**src/rtl/aes_text_loader.sv**
```systemverilog
// aes_text_loader: assembles four 32-bit plaintext words into a 128-bit block
// for aes_cipher_top and issues the single-cycle ld strobe. It then holds off
// further loads until the cipher signals done.
//
// Optional feature macro: AES_TEXT_LOADER_PREFETCH_EN
//   undefined : words are accepted only while idle (state FILL).
//   defined   : a 128-bit shadow buffer lets the next block be collected while
//               the cipher runs. On done it is loaded back-to-back.
//
// Ports:
//   clk      in   sole clock, rising edge
//   rst      in   asynchronous active-low reset
//   in_valid in   word-stream valid
//   in_ready out  word-stream ready (combinational from state/shadow only)
//   in_data  in   32-bit plaintext word, big-endian word order
//   in_last  in   marks word 3 of a block
//   ld       out  one-cycle load strobe to the cipher
//   text_in  out  assembled 128-bit block
//   done     in   cipher completion pulse
//   busy     out  high from the ld cycle until done is seen
//   err      out  sticky framing error
//   blk_cnt  out  count of completed blocks (wraps)
module aes_text_loader #(
   parameter int unsigned BLK_CNT_W = 16
) (
   input  logic                 clk,
   input  logic                 rst,
   input  logic                 in_valid,
   output logic                 in_ready,
   input  logic [31:0]          in_data,
   input  logic                 in_last,
   output logic                 ld,
   output logic [127:0]         text_in,
   input  logic                 done,
   output logic                 busy,
   output logic                 err,
   output logic [BLK_CNT_W-1:0] blk_cnt
);

   localparam int unsigned WORD_W = 32;
   localparam int unsigned BLK_W  = 128;
   localparam int unsigned ASM_W  = BLK_W - WORD_W;
   localparam int unsigned WCNT_W = 2;

   typedef enum logic [1:0] {
      FILL = 2'd0,
      LOAD = 2'd1,
      WAIT = 2'd2
   } state_t;

   state_t              state_q;
   state_t              state_d;
   logic [WCNT_W-1:0]   wcnt_q;
   logic [ASM_W-1:0]    asm_q;
   logic                accept;
   logic                word3;
   logic                frame_abort;
   logic                load_direct;

`ifdef AES_TEXT_LOADER_PREFETCH_EN
   logic                shadow_full_q;
   logic [BLK_W-1:0]    shadow_q;
   logic                shadow_wr;
   logic                load_shadow;
`endif

   // Handshake decode and next-state logic
   always_comb begin
      state_d     = state_q;
      load_direct = 1'b0;
`ifdef AES_TEXT_LOADER_PREFETCH_EN
      shadow_wr   = 1'b0;
      load_shadow = 1'b0;
      in_ready    = (state_q == FILL) ? 1'b1 : !shadow_full_q;
`else
      in_ready    = (state_q == FILL);
`endif
      accept      = in_valid && in_ready;
      word3       = accept && (wcnt_q == WCNT_W'(3));
      frame_abort = accept && (wcnt_q != WCNT_W'(3)) && in_last;

      case (state_q)
         FILL: begin
            if (word3) begin
               state_d     = LOAD;
               load_direct = 1'b1;
            end
         end
         LOAD: begin
            state_d = WAIT;
`ifdef AES_TEXT_LOADER_PREFETCH_EN
            if (word3) shadow_wr = 1'b1;
`endif
         end
         WAIT: begin
            if (done) begin
`ifdef AES_TEXT_LOADER_PREFETCH_EN
               // A queued block restarts the cipher without passing through FILL
               if (shadow_full_q) begin
                  state_d     = LOAD;
                  load_shadow = 1'b1;
               end else if (word3) begin
                  state_d     = LOAD;
                  load_direct = 1'b1;
               end else begin
                  state_d = FILL;
               end
`else
               state_d = FILL;
`endif
            end
`ifdef AES_TEXT_LOADER_PREFETCH_EN
            else if (word3) begin
               shadow_wr = 1'b1;
            end
`endif
         end
         default: state_d = FILL;
      endcase
   end

   // State register
   always_ff @(posedge clk or negedge rst) begin
      if (!rst) state_q <= FILL;
      else      state_q <= state_d;
   end

   // Word counter and assembly register for words 0..2
   always_ff @(posedge clk or negedge rst) begin
      if (!rst) begin
         wcnt_q <= '0;
         asm_q  <= '0;
      end else begin
         if (frame_abort)  wcnt_q <= '0;
         else if (accept)  wcnt_q <= wcnt_q + WCNT_W'(1);
         if (accept && !word3) begin
            case (wcnt_q)
               2'd0:    asm_q[95:64] <= in_data;
               2'd1:    asm_q[63:32] <= in_data;
               2'd2:    asm_q[31:0]  <= in_data;
               default: asm_q        <= asm_q;
            endcase
         end
      end
   end

   // Cipher-facing outputs; text_in changes only when a new ld is issued
   always_ff @(posedge clk or negedge rst) begin
      if (!rst) begin
         text_in <= '0;
         ld      <= 1'b0;
         busy    <= 1'b0;
         err     <= 1'b0;
         blk_cnt <= '0;
      end else begin
`ifdef AES_TEXT_LOADER_PREFETCH_EN
         if (load_shadow)      text_in <= shadow_q;
         else if (load_direct) text_in <= {asm_q, in_data};
`else
         if (load_direct)      text_in <= {asm_q, in_data};
`endif
         ld   <= (state_d == LOAD);
         busy <= (state_d != FILL);
         if (frame_abort || (word3 && !in_last)) err <= 1'b1;
         if ((state_q == WAIT) && done) blk_cnt <= blk_cnt + BLK_CNT_W'(1);
      end
   end

`ifdef AES_TEXT_LOADER_PREFETCH_EN
   // Shadow block collected while the cipher is running
   always_ff @(posedge clk or negedge rst) begin
      if (!rst) begin
         shadow_q      <= '0;
         shadow_full_q <= 1'b0;
      end else if (shadow_wr) begin
         shadow_q      <= {asm_q, in_data};
         shadow_full_q <= 1'b1;
      end else if (load_shadow) begin
         shadow_full_q <= 1'b0;
      end
   end
`endif

endmodule
```
**config.mk**
```make
export PLATFORM = sky130hd
export DESIGN_NAME = aes_text_loader
export DESIGN_NICKNAME = d
export VERILOG_FILES = /design/src/rtl/aes_text_loader.sv
export SDC_FILE = /design/constraint.sdc
export NUM_CORES = 1
export LEC_CHECK = 0
export ABC_AREA = 1
export CELL_PAD_IN_SITES_DETAIL_PLACEMENT = 1
export CELL_PAD_IN_SITES_GLOBAL_PLACEMENT = 1
export CORE_MARGIN = 5
export CORE_UTILIZATION = 40
export DETAILED_ROUTE_END_ITERATION = 10
export PLACE_DENSITY_LB_ADDON = 0.15
export SLEW_MARGIN = 20
export SYNTH_ARGS = -nofsm -noshare
export SYNTH_HDL_FRONTEND = slang
export SYNTH_SLANG_ARGS = --single-unit
```
**constraint.sdc**
```tcl
create_clock -name clk -period 3.2 [get_ports clk]
set_input_delay 0.64 -clock clk [delete_from_list [all_inputs] [get_ports clk]]
set_output_delay 0.64 -clock clk [all_outputs]
set_load 0.03 [all_outputs]
```
==> summary.txt <==
Worst setup path
  – CP arrival: 1.82 ns
  – CP Max Fanout: 4
  – Crit path kind: reg -> out
  – Critical Path End Type: output port
  – Worst Path Required: roughly 2.6 ns
  – Worst Setup Start Kind: flop

Clocking
  – Clk slew on worst S/H paths: roughly 0.06 ns
  – Max H-tree Level: 1
  – CTS tree: done
  – CTS resizes: 0
  – Root Driver: clkbuf_16
  – Max Root-Sink Buffers: 3
  – Total CTS buffers: 27
  – Clock sink count: between 200 and 250
  – Post-CTS repair timing setup buffer count: 0
  – Clk_lat worst skew: 0.52 ns
  – Hold buffer count at cts: 0

Synthesis
  – Area contributors post-synth: dfrtp_1, nand2_1, o21ai_0
  – Most instantiated cells after synthesis: nand2_1, dfrtp_1, o21ai_0
  – Cell with the most instances after synthesis: nand2_1
  – Post-Syn Area: 9973 sq um
  – Synth unique cells: 24
  – Ys flop type: dfrtp_1
  – Synth Instances: around 1,100
  – Ys Warns: 0
  – Synth top area share: 61.97%
  – Flip-flop and latch count after synthesis: between 200 and 250
  – Syn nets: between 1,000 and 1,500
  – Area leader, netlist: dfrtp_1
  – EDFF count, synth: 0
  – Ys async rst share: 100.0%
  – Share of the yosys chip area belonging to registers: around 62%
  – Avg Synthesized Cell Area: 9.058 sq um

GRT
  – Total gr overflow: 0
  – Largest net degree at the start of global routing: 84
  – Initial antenna violation count: 1
  – First-pass GRT wire length: between 40,000 and 50,000 um
  – Vias in the first global route: 8,615
  – GRT Util Overall: 20.38%

STA
  – Setup violators final: 0
  – Final period utilization: between 70 and 80%
  – Max Freq: approximately 0.4 GHz
  – WHS: a little over 0.06 ns
  – Setup TNS: 0 ns
  – Max_slew headroom: 36.12%
  – Slew @ Worst Pin: roughly 0.96 ns
  – Worst Skew: 0.008075 ns
  – Fin crit period: between 2 and 2.5 ns
  – Final Hold Vio Count: 0
  – RSZ-0062 raised after global routing: no
  – Worst setup margin: 0.7371 ns
  – Fin. max-slew vios: 0

Floorplanning
  – Starting Density: about 41%
  – Die span in x: about 170 um
  – Die Ht: approximately 170 um
  – Core Area: roughly 24,000 sq um
  – # IOs: between 150 and 200
  – Die area: 28,190 sq um
  – Site Rows: 57

Detailed routing
  – First DRT Iteration DRCs: around 470
  – DR vias/cell: 5.075
  – DRT Wirelength: slightly below 30,000 um
  – DRT Pass-1 Iters: 4
  – WL per Instance: about 18 um
  – ANT nets after route: 0
  – DRC viols: 0
  – Vias: ~8,100

Min path
  – HP Class: in -> async

Layout
  – Nets: 1,303
  – Post-route core utilization: between 50% and 60%
  – Share of layout cells above drive strength 1: ~5.6%
  – Layout Cells excl Fill: roughly 1,600
  – Filler instances: ~2,800
  – # diodes: 0
  – Final Instance Area: 13,020 sq um
  – Syn-to-layout area delta: 30.51%

Placed design
  – GPL Wtd Cong: ~0.77
  – DP Worst Slack: ~0.7 ns
  – Port Buffers: approximately 180
  – Cell Count Post-Placement: approximately 1,600
  – HPWL Detailed: 18,110 um
  – Placed instance area: 12,070 sq um

Status
  – Outcome: completed

Power and ir drop
  – Design Power: about 14 mW
  – Peak supply drop: approximately 0.46 mV
  – Leak pwr: roughly 6.3 nW
  – Power per Cell Area: around 1100 nW/um^2

Job
  – Max Cap Viol: 0
==> cell type report <==
type / instances / area [sq um] / share of cell area, %
flip-flops and latches: 247 / 6181 / 47.49
clock buffers: 39 / 800.8 / 6.152
multi-input cells: 767 / 3352 / 25.75
inverters: 17 / 67.56 / 0.5191
clock inverters: 9 / 147.6 / 1.134
well taps: 324 / 405.4 / 3.114
repair buffers: 201 / 2062 / 15.84
==> report_power, final <==
| group | leakage [nW] | switching [mW] | internal (mW) | total (mW) |
|---|---|---|---|---|
| sequential | 3.17 | 0.707 | 4.36 | 5.07 |
| clock | 0.467 | 1.25 | 2.05 | 3.30 |
| combinational | 2.63 | 3.47 | 1.85 | 5.32 |
==> worst max-delay path, stage by stage, from the launching register on <==
cell and delay, ns:
dfrtp_1 0.43, nor2_4 0.19, clkdlybuf4s50_1 0.69
==> flip-flops by register name (all words and copies together), names as in the netlist <==
name,count
text_in,128
asm_q,96
blk_cnt,16
state_q,2
wcnt_q,2
busy,1
err,1
ld,1
==> cells in the final DEF (no fill, tap or decap) <==
cell,instances
buf_12,7
buf_4,10
buf_8,1
bufinv_16,4
clkbuf_1,4
clkbuf_16,27
clkbuf_8,8
clkdlybuf4s50_1,183
clkinv_2,5
clkinvlp_4,1
dfrtp_1,247
ha_1,5
inv_1,15
inv_4,1
nand2_1,479
nand2_4,2
nand3_1,11
nand3b_1,3
nand4_1,3
nor2_1,18
nor2_2,1
nor2_4,5
nor3_1,1
o21a_1,1
o21ai_0,187
o21ai_1,40
o22ai_1,1
xnor2_1,7
xor2_1,3
==> per-layer routing <==
layer | routed length, um | global-route usage, % | vias up
met5 | 11 | 0 | -
met4 | 362 | 3.776 | 2
met3 | 1213 | 3.048 | 25
met2 | 13880 | 33.77 | 173
met1 | 13360 | 28.92 | 4088
li1 | - | - | 3852
==> worst paths after layout <==
path / to / slack [ns] / cells past startpoint / from
min: blk_cnt[10] / 0.06 / 1 / rst
min reg2reg: text_in[95] / 0.46 / 2 / asm_q[63]
max in group asynchronous: text_in[44] / 2.37 / 2 / rst
max reg2reg: text_in[110] / 1.06 / 6 / wcnt_q[0]
min in group clk: text_in[95] / 0.46 / 2 / asm_q[63]
max: in_ready / 0.74 / 2 / state_q[1]
==> kinds of logic after synthesis <==
| family | after synthesis | share of synthesized area, % |
|---|---|---|
| fa+ha+maj | 5 | 0.6273 |
| flops | 247 | 61.97 |
| xor+xnor | 10 | 0.8782 |
| buf+inv | 87 | 4.466 |
| simple gates | 523 | 20.52 |
| compound gates | 229 | 11.53 |
No activity file was read; power rests on OpenSTA's default activity.
